### src/rtl/fpu_issue_ctrl.sv
// Two-requester issue controller in front of a shared combinational FPU, treated as a multicycle path.
// Define FPU_CTRL_FIXED_PRIO_EN for fixed priority (requester 0 wins ties); default is round-robin.
package ibex_pkg;
  typedef enum logic [1:0] {
    FP_ALU_ADD = 2'd0,
    FP_ALU_SUB = 2'd1,
    FP_ALU_MUL = 2'd2
  } fp_alu_op_e;
endpackage

module fpu_issue_ctrl
  import ibex_pkg::*;
#(
  parameter int unsigned ADDSUB_CYCLES = 1,
  parameter int unsigned MUL_CYCLES    = 2
) (
  input  logic             clk_i,
  input  logic             rst_ni,
  input  logic [1:0]       req_valid_i,
  output logic [1:0]       req_ready_o,
  input  fp_alu_op_e [1:0] req_op_i,
  input  logic [1:0][15:0] req_a_i,
  input  logic [1:0][15:0] req_b_i,
  output logic [1:0]       rsp_valid_o,
  input  logic [1:0]       rsp_ready_i,
  output logic [15:0]      rsp_result_o,
  output fp_alu_op_e       fpu_operator_o,
  output logic [15:0]      fpu_operand_a_o,
  output logic [15:0]      fpu_operand_b_o,
  input  logic [15:0]      fpu_result_i,
  output logic             busy_o
);

  if (ADDSUB_CYCLES < 1 || ADDSUB_CYCLES > 15) begin : g_bad_addsub
    $error("ADDSUB_CYCLES must be in 1..15");
  end
  if (MUL_CYCLES < 1 || MUL_CYCLES > 15) begin : g_bad_mul
    $error("MUL_CYCLES must be in 1..15");
  end

  localparam logic [3:0] ADD_LOAD = 4'(ADDSUB_CYCLES - 1);
  localparam logic [3:0] MUL_LOAD = 4'(MUL_CYCLES - 1);

  typedef enum logic [1:0] {IDLE, EXEC, RESP} state_e;

  state_e      state_q, state_d;
  logic [3:0]  cnt_q, cnt_d;
  logic        grant_q, grant_d;
  fp_alu_op_e  op_q, op_d;
  logic [15:0] a_q, a_d;
  logic [15:0] b_q, b_d;
  logic [15:0] result_q, result_d;
  logic        win;

`ifdef FPU_CTRL_FIXED_PRIO_EN
  assign win = ~req_valid_i[0];
`else
  logic last_grant_q, last_grant_d;

  // On a tie the requester not served last time wins; otherwise the sole requester wins.
  assign win = (&req_valid_i) ? ~last_grant_q : ~req_valid_i[0];
  assign last_grant_d = (state_q == IDLE && (|req_valid_i)) ? win : last_grant_q;

  always_ff @(posedge clk_i or negedge rst_ni) begin
    if (!rst_ni) begin
      last_grant_q <= 1'b1;
    end else begin
      last_grant_q <= last_grant_d;
    end
  end
`endif

  always_ff @(posedge clk_i or negedge rst_ni) begin
    if (!rst_ni) begin
      state_q  <= IDLE;
      cnt_q    <= '0;
      grant_q  <= 1'b0;
      op_q     <= FP_ALU_ADD;
      a_q      <= '0;
      b_q      <= '0;
      result_q <= '0;
    end else begin
      state_q  <= state_d;
      cnt_q    <= cnt_d;
      grant_q  <= grant_d;
      op_q     <= op_d;
      a_q      <= a_d;
      b_q      <= b_d;
      result_q <= result_d;
    end
  end

  always_comb begin
    state_d     = state_q;
    cnt_d       = cnt_q;
    grant_d     = grant_q;
    op_d        = op_q;
    a_d         = a_q;
    b_d         = b_q;
    result_d    = result_q;
    req_ready_o = '0;
    rsp_valid_o = '0;
    unique case (state_q)
      IDLE: begin
        // Ready is gated by reset so nothing looks accepted while the flops are held.
        if ((|req_valid_i) && rst_ni) begin
          req_ready_o[win] = 1'b1;
          grant_d          = win;
          op_d             = req_op_i[win];
          a_d              = req_a_i[win];
          b_d              = req_b_i[win];
          cnt_d            = (req_op_i[win] == FP_ALU_ADD || req_op_i[win] == FP_ALU_SUB)
                             ? ADD_LOAD : MUL_LOAD;
          state_d          = EXEC;
        end
      end
      EXEC: begin
        if (cnt_q != 4'd0) begin
          cnt_d = cnt_q - 4'd1;
        end else begin
          result_d = fpu_result_i;
          state_d  = RESP;
        end
      end
      RESP: begin
        rsp_valid_o[grant_q] = 1'b1;
        if (rsp_ready_i[grant_q]) begin
          state_d = IDLE;
        end
      end
      default: state_d = IDLE;
    endcase
  end

  assign fpu_operator_o  = op_q;
  assign fpu_operand_a_o = a_q;
  assign fpu_operand_b_o = b_q;
  assign rsp_result_o    = result_q;
  assign busy_o          = (state_q != IDLE);

endmodule

### config.mk
export PLATFORM = sky130hd
export DESIGN_NAME = fpu_issue_ctrl
export DESIGN_NICKNAME = d
export VERILOG_FILES = /design/src/rtl/fpu_issue_ctrl.sv
export SDC_FILE = /design/constraint.sdc
export NUM_CORES = 1
export LEC_CHECK = 0
export ABC_AREA = 1
export CAP_MARGIN = 15
export CORE_MARGIN = 3
export CORE_UTILIZATION = 41
export CTS_CLUSTER_DIAMETER = 40
export CTS_CLUSTER_SIZE = 28
export DETAILED_ROUTE_END_ITERATION = 8
export HOLD_SLACK_MARGIN = 0.03
export PLACE_DENSITY = 0.95
export RECOVER_POWER = 50
export SYNTH_ARGS = -nofsm -noshare
export SYNTH_HDL_FRONTEND = slang
export SYNTH_SLANG_ARGS = --single-unit
### constraint.sdc
create_clock -name clk_i -period 3.45 [get_ports clk_i]
set_input_delay 0.345 -clock clk_i [delete_from_list [all_inputs] [get_ports clk_i]]
set_output_delay 0.345 -clock clk_i [all_outputs]
set_load 0.1 [all_outputs]
=== Yosys cells after proc, flatten, opt, wreduce, memory -nomap -nowiden ===
Cells that the tools add are included.
Widths: inputs -> output; s select.

* Bits in registers: 58
* Output and inout bits: 55
* Word-level logic and storage cells: 63

* Add/sub/neg operators: 1
* Order comparisons: 4
* Equality and inequality tests: 7
* Multiplexer cells: 24
* Bitwise logic cells: 3
* Reduce and logical (&&, ||, !) cells: 16

{| class="wikitable"
|+ Operators with widths
! kind !! number
|-
| $mux 16 || 4
|-
| $mux 2 || 8
|-
| $mux 4 || 2
|-
| $pmux 4 s2 || 1
|-
| $mux 1 || 6
|-
| $ne 2x2->1 const B || 3
|-
| $pmux 2 s3 || 1
|-
| $reduce_and 2->1 || 3
|-
| $reduce_and 3->1 || 2
|-
| $eq 2x1->1 const B || 2
|-
| $logic_and 1x1->1 || 4
|-
| $logic_not 2->1 || 2
|-
| $lt 1x2->1 const B || 2
|-
| $reduce_bool 2->1 || 2
|-
| $reduce_bool 4->1 || 1
|-
| $sub 4x1->4 const B || 1
|-
| $not 1->1 || 3
|-
| $demux 1 s1 || 2
|-
| $eq 2x2->1 const B || 1
|-
| $ge 1x1->1 const B || 2
|-
| $ne 2x1->1 const B || 1
|-
| $reduce_or 2->1 || 1
|-
| $logic_or 1x1->1 || 1
|}

=== Logic depth before layout (Yosys ltp) ===
Gate-level depths: netlist of the first run.

* Word-level depth: 9
* Depth in mapped cells: 8
* Gate-level depth less buffers: 7

=== Worst setup path after synthesis of the first run ===
OpenSTA, ideal clock, no wires.

* Path kind: reg-to-output
* Start point: register state_q[0]
* End point: output rsp_valid_o[0]
* Data arrival time: 1.775 ns
* Path slack: 1.330 ns
* Cell stages (with the launch flop): 4
* Cells stage by stage: dfrtp_1 > inv_1 > nand2_1 > nor2_1

* Cells in the longest elaborated chain, start to end: 2

{| class="wikitable"
|+ Ends and longest elaborated chain
! item !! line !! text
|-
| start: declaration || 46 || <nowiki>state_e state_q, state_d;</nowiki>
|-
| start signal: assignment || 83 || <nowiki>state_q <= state_d;</nowiki>
|-
| $eq 2x2->1 || 103 || <nowiki>unique case (state_q)</nowiki>
|-
| $mux 2 || 103 ||
|-
| end: declaration || 24 || <nowiki>output logic [1:0] rsp_valid_o,</nowiki>
|}

No other way between the ends.

=== Worst setup path after layout of the first run ===
* Start point: input req_valid_i[0]
* End point: output req_ready_o[0]

* Cells in the longest elaborated chain, start to end: 8
* Elaborated cells on any way between the ends: 12
* Those cells by class: 2 x order compare; 5 x mux; 1 x bitwise; 4 x reduce/logical

{| class="wikitable"
|+ Ends and longest elaborated chain
! item !! line !! text
|-
| start: declaration || 19 || <nowiki>input logic [1:0] req_valid_i,</nowiki>
|-
| $reduce_and 2->1 or $not 1->1 (tied branches) || 61 || <nowiki>assign win = (&req_valid_i) ? ~last_grant_q : ~req_valid_i[0];</nowiki>
|-
| $mux 1 || 61 ||
|-
| $lt 1x2->1 (implied by the code) or $ge 1x1->1 (tied branches) || 107 || <nowiki>req_ready_o[win] = 1'b1;</nowiki>
|-
| $logic_and 1x1->1 (implied by the code) || 107 ||
|-
| $mux 1 (implied by the code) || 107 ||
|-
| $demux 1 s1 || 107 ||
|-
| $mux 2 * || 106 || <nowiki>if ((|req_valid_i) && rst_ni) begin</nowiki>
|-
| $mux 2 * || 103 ||
|-
| end: declaration || 20 || <nowiki>output logic [1:0] req_ready_o,</nowiki>
|}

Mark *: on every way between the ends. The rest lies on a longest branch, timed or not.

==> out/qor.yml, run 1 <==
worst_setup_path:
  r2r_cells: 6
  arrival_ns: 2.44
  required_ns: 3.11
  cp-start-kind: "input port"
  crit_fanout: 35
  critPathKind: "input port to output pin"
  critPathCaptureType: "output pin"
synthesis:
  yosys.area.top_type: "dfrtp_1"
  synthCells: 309
  ys_async_sr_fraction_pct: 100
  synth_top_area_share_pct: 55.0
  yosysSeqAreaShare_pct: 56.1
  synthFlopType: "dfrtp_1"
  ys_ff_latch: 58
  synth-edff-count: 0
  synth.area.top_cells: "dfrtp_1, nand2_1, nand3_1"
  syn_area_um2: 2590
  synthDistinctLibCells: 23
  yosysWarnings: 0
  syn_nets: 400
  synth_commonest_cells: "nand2_1, dfrtp_1, nand3_1"
  synth.most_common_cell: "nand2_1"
  syn_avg_cell_area_um2: 8.39
timing:
  finalSetupTns_ns: 0
  min_period_ns: 2.79
  fmax_mhz: 359
  finalHoldViolations: 0
  setup_violations: 0
  worst_pin_slew_ns: 1.43
  rsz0062_at_grt: "no"
  slew_headroom_pct: 4.44
  fin_worst_skew_ns: 0.0124
  slew_violations: 0
  finalCritPeriodShare_pct: 80.8
hold_path:
  hold_path.class: "register to register"
  min_path_cells: 2
clocking:
  path_clk_slew_ns: 0.06
  postCtsSetupRepairBufs: 0
  cts_buffers: 9
  cts_tree: "built"
  root_buffer: "clkbuf_8"
  htreeDepth: 3
  cts_hold_buf: 0
  clockBufferDepth: 2
  clk_latency_ns: 0.32
  postCtsResizedCells: 0
  clock_sinks: 58
floorplanning:
  fp.dieH_um: 85.5
  core.rowCount: 28
  initial_core_util_pct: 43.0
  dieArea_um2: 7310
  core_area_um2: 6030
  fp.dieW_um: 85.5
  ios: 145
finish:
  drive_above_1_share_pct: 5.23
  diodes: 0
  area_growth_pct: 62.5
  final_net_count: 545
grt:
  gr-total-overflow: 0
  grt_pass1_wl_mm: 12.2
  grt_pass1_vias: 2639
  grt_max_degree: 59
  grtUsageTotal_pct: 21.3
  antenna_found_initial: 0
detailed_routing:
  drc: 0
  drtIter0Drc: 79
  ant_nets: 0
  drt_wl_total_mm: 7.54
  vias_per_cell: 4.86
  wl_per_cell_um: 14.1
  vias: 2594
  dr.pass1.iters: 5
placed_design:
  portBuffers: 144
  gp_congestion: 0.795
  dp_hpwl_mm: 5.64
run:
  cap_viol_max_count: 0
run_status:
  run_status: "completed"
==> layout make-up <==
type	count	area [µm²]
Fill cell	479	1820
Timing Repair Buffer	147	1480
Sequential cell	58	1450
Multi-Input combinational cell	211	922
Clock buffer	14	153
Inverter	27	101
Tap cell	75	93.8
Clock inverter	2	12.5
==> metrics by stage <==
step / cell area [µm²] / setup WS (ns) / hold slack (ns) / instances / util, %
after global placement: 4070 / 1.29 / 0.469 / 518 / 67.6
after CTS: 4240 / 0.971 / 0.300 / 534 / 70.3
after global routing: 4210 / 0.474 / 0.519 / 534 / 69.9
after floorplan: 2590 / 1.33 / 0.0494 / 309 / -
final: 4210 / 0.664 / 0.490 / 534 / 69.9
after detailed placement: 4070 / 1.20 / 0.481 / 518 / 67.6
==> per-layer routing <==
metal	routed length [µm]	up-vias	share of wire, %	GRT usage [%]
met5	0	-	0	0
met4	250	0	3.3	11.5
met3	602	18	8.0	5.76
met2	3700	120	49	35.5
met1	2980	1199	40	25.1
li1	-	1257	-	-
==> cell families after synthesis <==
| group | Yosys count | synth area share, % |
|---|---|---|
| adders and majority gates | 1 | 0.483 |
| buffers and inverters | 40 | 7.44 |
| AOI/OAI and AO/OA | 24 | 4.64 |
| DFF | 58 | 56.1 |
| xor gates and xnor gates | 1 | 0.338 |
| and+or+nand+nor | 185 | 31.0 |
==> path summary, 6_finish.rpt <==
path / startpoint / end / slack, ns
max in group asynchronous: rst_ni / state_q[0]$_DFFE_PN0P_ / 1.92
min reg2reg: fpu_operator_o[1]$_DFFE_PN0P_ / fpu_operator_o[1]$_DFFE_PN0P_ / 0.49
min: fpu_operator_o[1]$_DFFE_PN0P_ / fpu_operator_o[1]$_DFFE_PN0P_ / 0.49
max reg2reg: last_grant_q$_DFFE_PN1P_ / fpu_operand_b_o[6]$_DFFE_PN0P_ / 1.22
max: req_valid_i[0] / req_ready_o[0] / 0.66
min in group asynchronous: rst_ni / fpu_operand_b_o[15]$_DFFE_PN0P_ / 0.69
==> state kept, by name, indices dropped and copies added (netlist names) <==
register,cells
grant_q,1
fpu_operand_a_o,16
rsp_result_o,16
cnt_q,4
fpu_operand_b_o,16
last_grant_q,1
state_q,2
fpu_operator_o,2
==> critical path, stage by stage <==
cell and delay (ns):
clkdlybuf4s50_1 0.52, inv_2 0.04, nand2_1 0.11, nand3_4 0.08, nor2_2 1.07, buf_12 0.28
==> cell usage in the layout, fill, tap and decap left out, drive strengths merged <==
cell,instances
and2,1
xor2,1
nand3,42
inv,27
nor3,1
nor2,8
clkinvlp,1
dfrtp,57
a21oi,5
ha,1
clkbuf,16
o21ai,19
nand2,133
buf,4
clkdlybuf4s50,141
dfstp,1
clkinv,1
Power of run 1 is not shown: default switching activity piles up to over one toggle a cycle in this logic, so the estimate is an artifact.
==> run 2: changes to the inputs <==
- CORE_UTILIZATION: 41 -> 35
- PLACE_DENSITY: 0.95 -> 0.88
- clock period: 3.45 -> 2.4 ns (I/O delays scaled with it)
==> run 2 against run 1 <==
Against the previous run:
- critical endpoint is now req_ready_o[1]
- utilization is 12 points lower
- register-to-register slack worse by 0.51 ns
- die area is 16% higher
==> out/qor.yml, run 2 (synthesis results as in run 1) <==
worst_setup_path:
  critical-path-max-stage-delay_ns: 0.42  # -0.65 ns
  crit_fanout: 18  # -49%
  critPathCaptureType: "output pin"
  required_ns: 2.16  # -0.95 ns
  r2r_cells: 6  # unchanged
  critPathKind: "register to output pin"
  r2r_start: "state_q[0]$_DFFE_PN0P_"
  arrival_ns: 1.57  # -0.87 ns
  path_cells: "nor2_4 -> nand3_4 -> nor2_4 -> buf_12"
  r2r_end: "fpu_operand_a_o[4]$_DFFE_PN0P_"
  cp_slowest_cell: "dfrtp_1"
  cp_common_cell: "nor2_4"
  cp-start-kind: "register"
  reg2reg_slack_ns: 0.71  # -0.51 ns
detailed_routing:
  wl_per_cell_um: 13.4  # -4.8%
  ant_nets: 0  # unchanged
  drc: 0  # unchanged
  vias_per_cell: 4.64  # -4.5%
  dr.pass1.iters: 4  # -1
  vias: 2579  # -0.58%
  drtIter0Drc: 84  # +6.3%
  drt_wl_total_mm: 7.47  # -0.93%
finish:
  area_growth_pct: 57.0
  layout_common_cells: "nand2_1, clkdlybuf4s50_1, dfrtp_1"
  fin_util_pct: 58.3  # -12 points
  drive_above_1_share_pct: 12.0  # +6.7 points
  final_net_count: 546  # +0.18%
  fin_cells: 556  # +4.1%
  layout_commonest_cell: "nand2_1"
  nFillCells: 649  # +35%
  diodes: 0  # unchanged
floorplanning:
  core.rowCount: 30  # +7.1%
  ios: 145  # unchanged
  fp.dieH_um: 92.0  # +7.7%
  core_area_um2: 6980  # +16%
  fp.dieW_um: 92.0  # +7.7%
  dieArea_um2: 8470  # +16%
  initial_core_util_pct: 37.1  # -5.9 points
timing:
  fin_worst_skew_ns: 0.00862  # -0.00377 ns
  fmax_mhz: 551
  min_period_ns: 1.81
  setup_violations: 0  # unchanged
  worst_pin_slew_ns: 1.41  # -0.0247 ns
  slew_headroom_pct: 6.19  # +1.7 points
  rsz0062_at_grt: "no"
  slew_violations: 0  # unchanged
  finalSetupTns_ns: 0  # unchanged
  finalCritPeriodShare_pct: 75.6
  finalHoldViolations: 0  # unchanged
grt:
  grt_pass1_wl_mm: 12.1  # -0.57%
  grt_pass1_vias: 2680  # +1.6%
  antenna_found_initial: 0  # unchanged
  gr-total-overflow: 0  # unchanged
  grtUsageTotal_pct: 17.8  # -3.5 points
  grt_max_degree: 59  # unchanged
clocking:
  clk_latency_ns: 0.32  # about the same
  path_clk_slew_ns: 0.06  # about the same
  clock_sinks: 58  # unchanged
  cts_buffers: 9  # unchanged
  postCtsSetupRepairBufs: 0  # unchanged
  root_buffer: "clkbuf_8"
  cts_hold_buf: 0  # unchanged
  cts_tree: "built"
  postCtsResizedCells: 0  # unchanged
  clockBufferDepth: 2  # unchanged
  htreeDepth: 3  # unchanged
hold_path:
  hp-start: "rst_ni"
  hold_end: "grant_q$_DFFE_PN0P_"
  min_path_cells: 3  # +1
  hold_path.class: "input port to register"
run:
  cap_viol_max_count: 0  # unchanged
run_status:
  run_status: "completed"
placed_design:
  portBuffers: 144  # unchanged
  place_inst: 540  # +4.2%
  gp_congestion: 0.847  # +6.5%
  dp_hpwl_mm: 5.74  # +1.7%
run 2: layout make-up:
type | instances | area (µm²) | share of cell area [%]
Clock inverter | 2 | 35.0 | 0.861
Sequential cell | 58 | 1450 | 35.7
Multi-Input combinational cell | 211 | 941 | 23.1
Tap cell | 96 | 120 | 2.95
Timing Repair Buffer | 148 | 1260 | 30.9
Clock buffer | 14 | 163 | 4.00
Inverter | 27 | 101 | 2.49
run 2: critical path, delay by kind of cell (launching register included):
family                 cells  cell delay, ns
buffers and inverters      1            0.19
and+or+nand+nor            3            0.64
DFF                        1            0.42
run 2: metal layers:
metal,track usage [%],up-vias,share of wire [%]
li1,-,1258,-
met1,20.3,1196,40
met2,31.4,112,51
met3,4.76,13,7.6
met4,7.43,0,1.6
met5,0,-,0
run 2: how the worst max path moves through the flow:
stage                            from                             end  slack [ns]  cells after the start
6_report       state_q[0]$_DFFE_PN0P_                  req_ready_o[1]        0.59                      4
5_1_grt        state_q[0]$_DFFE_PN0P_                  req_ready_o[1]        0.49                      4
4_1_cts        state_q[0]$_DFFE_PN0P_                  req_ready_o[1]        0.55                      4
3_5_place_dp           req_valid_i[0]  fpu_operand_b_o[7]$_DFFE_PN0P_        0.37                      8
3_3_place_gp           req_valid_i[0]  fpu_operand_a_o[0]$_DFFE_PN0P_        0.47                      8
2_1_floorplan  state_q[0]$_DFFE_PN0P_                  rsp_valid_o[0]        0.38                      3
run 2: per-stage QoR:
| step | cell area, µm² | hold WS [ns] | setup slack (ns) |
|---|---|---|---|
| 2_1_floorplan | 2590 | -0.0556 | 0.385 |
| 3_3_place_gp | 3970 | 0.474 | 0.466 |
| 3_5_place_dp | 3970 | 0.483 | 0.366 |
| 4_1_cts | 4170 | 0.156 | 0.547 |
| 5_1_grt | 4070 | 0.474 | 0.491 |
| 6_report | 4070 | 0.469 | 0.585 |
Power of run 2 is left out for the same reason.
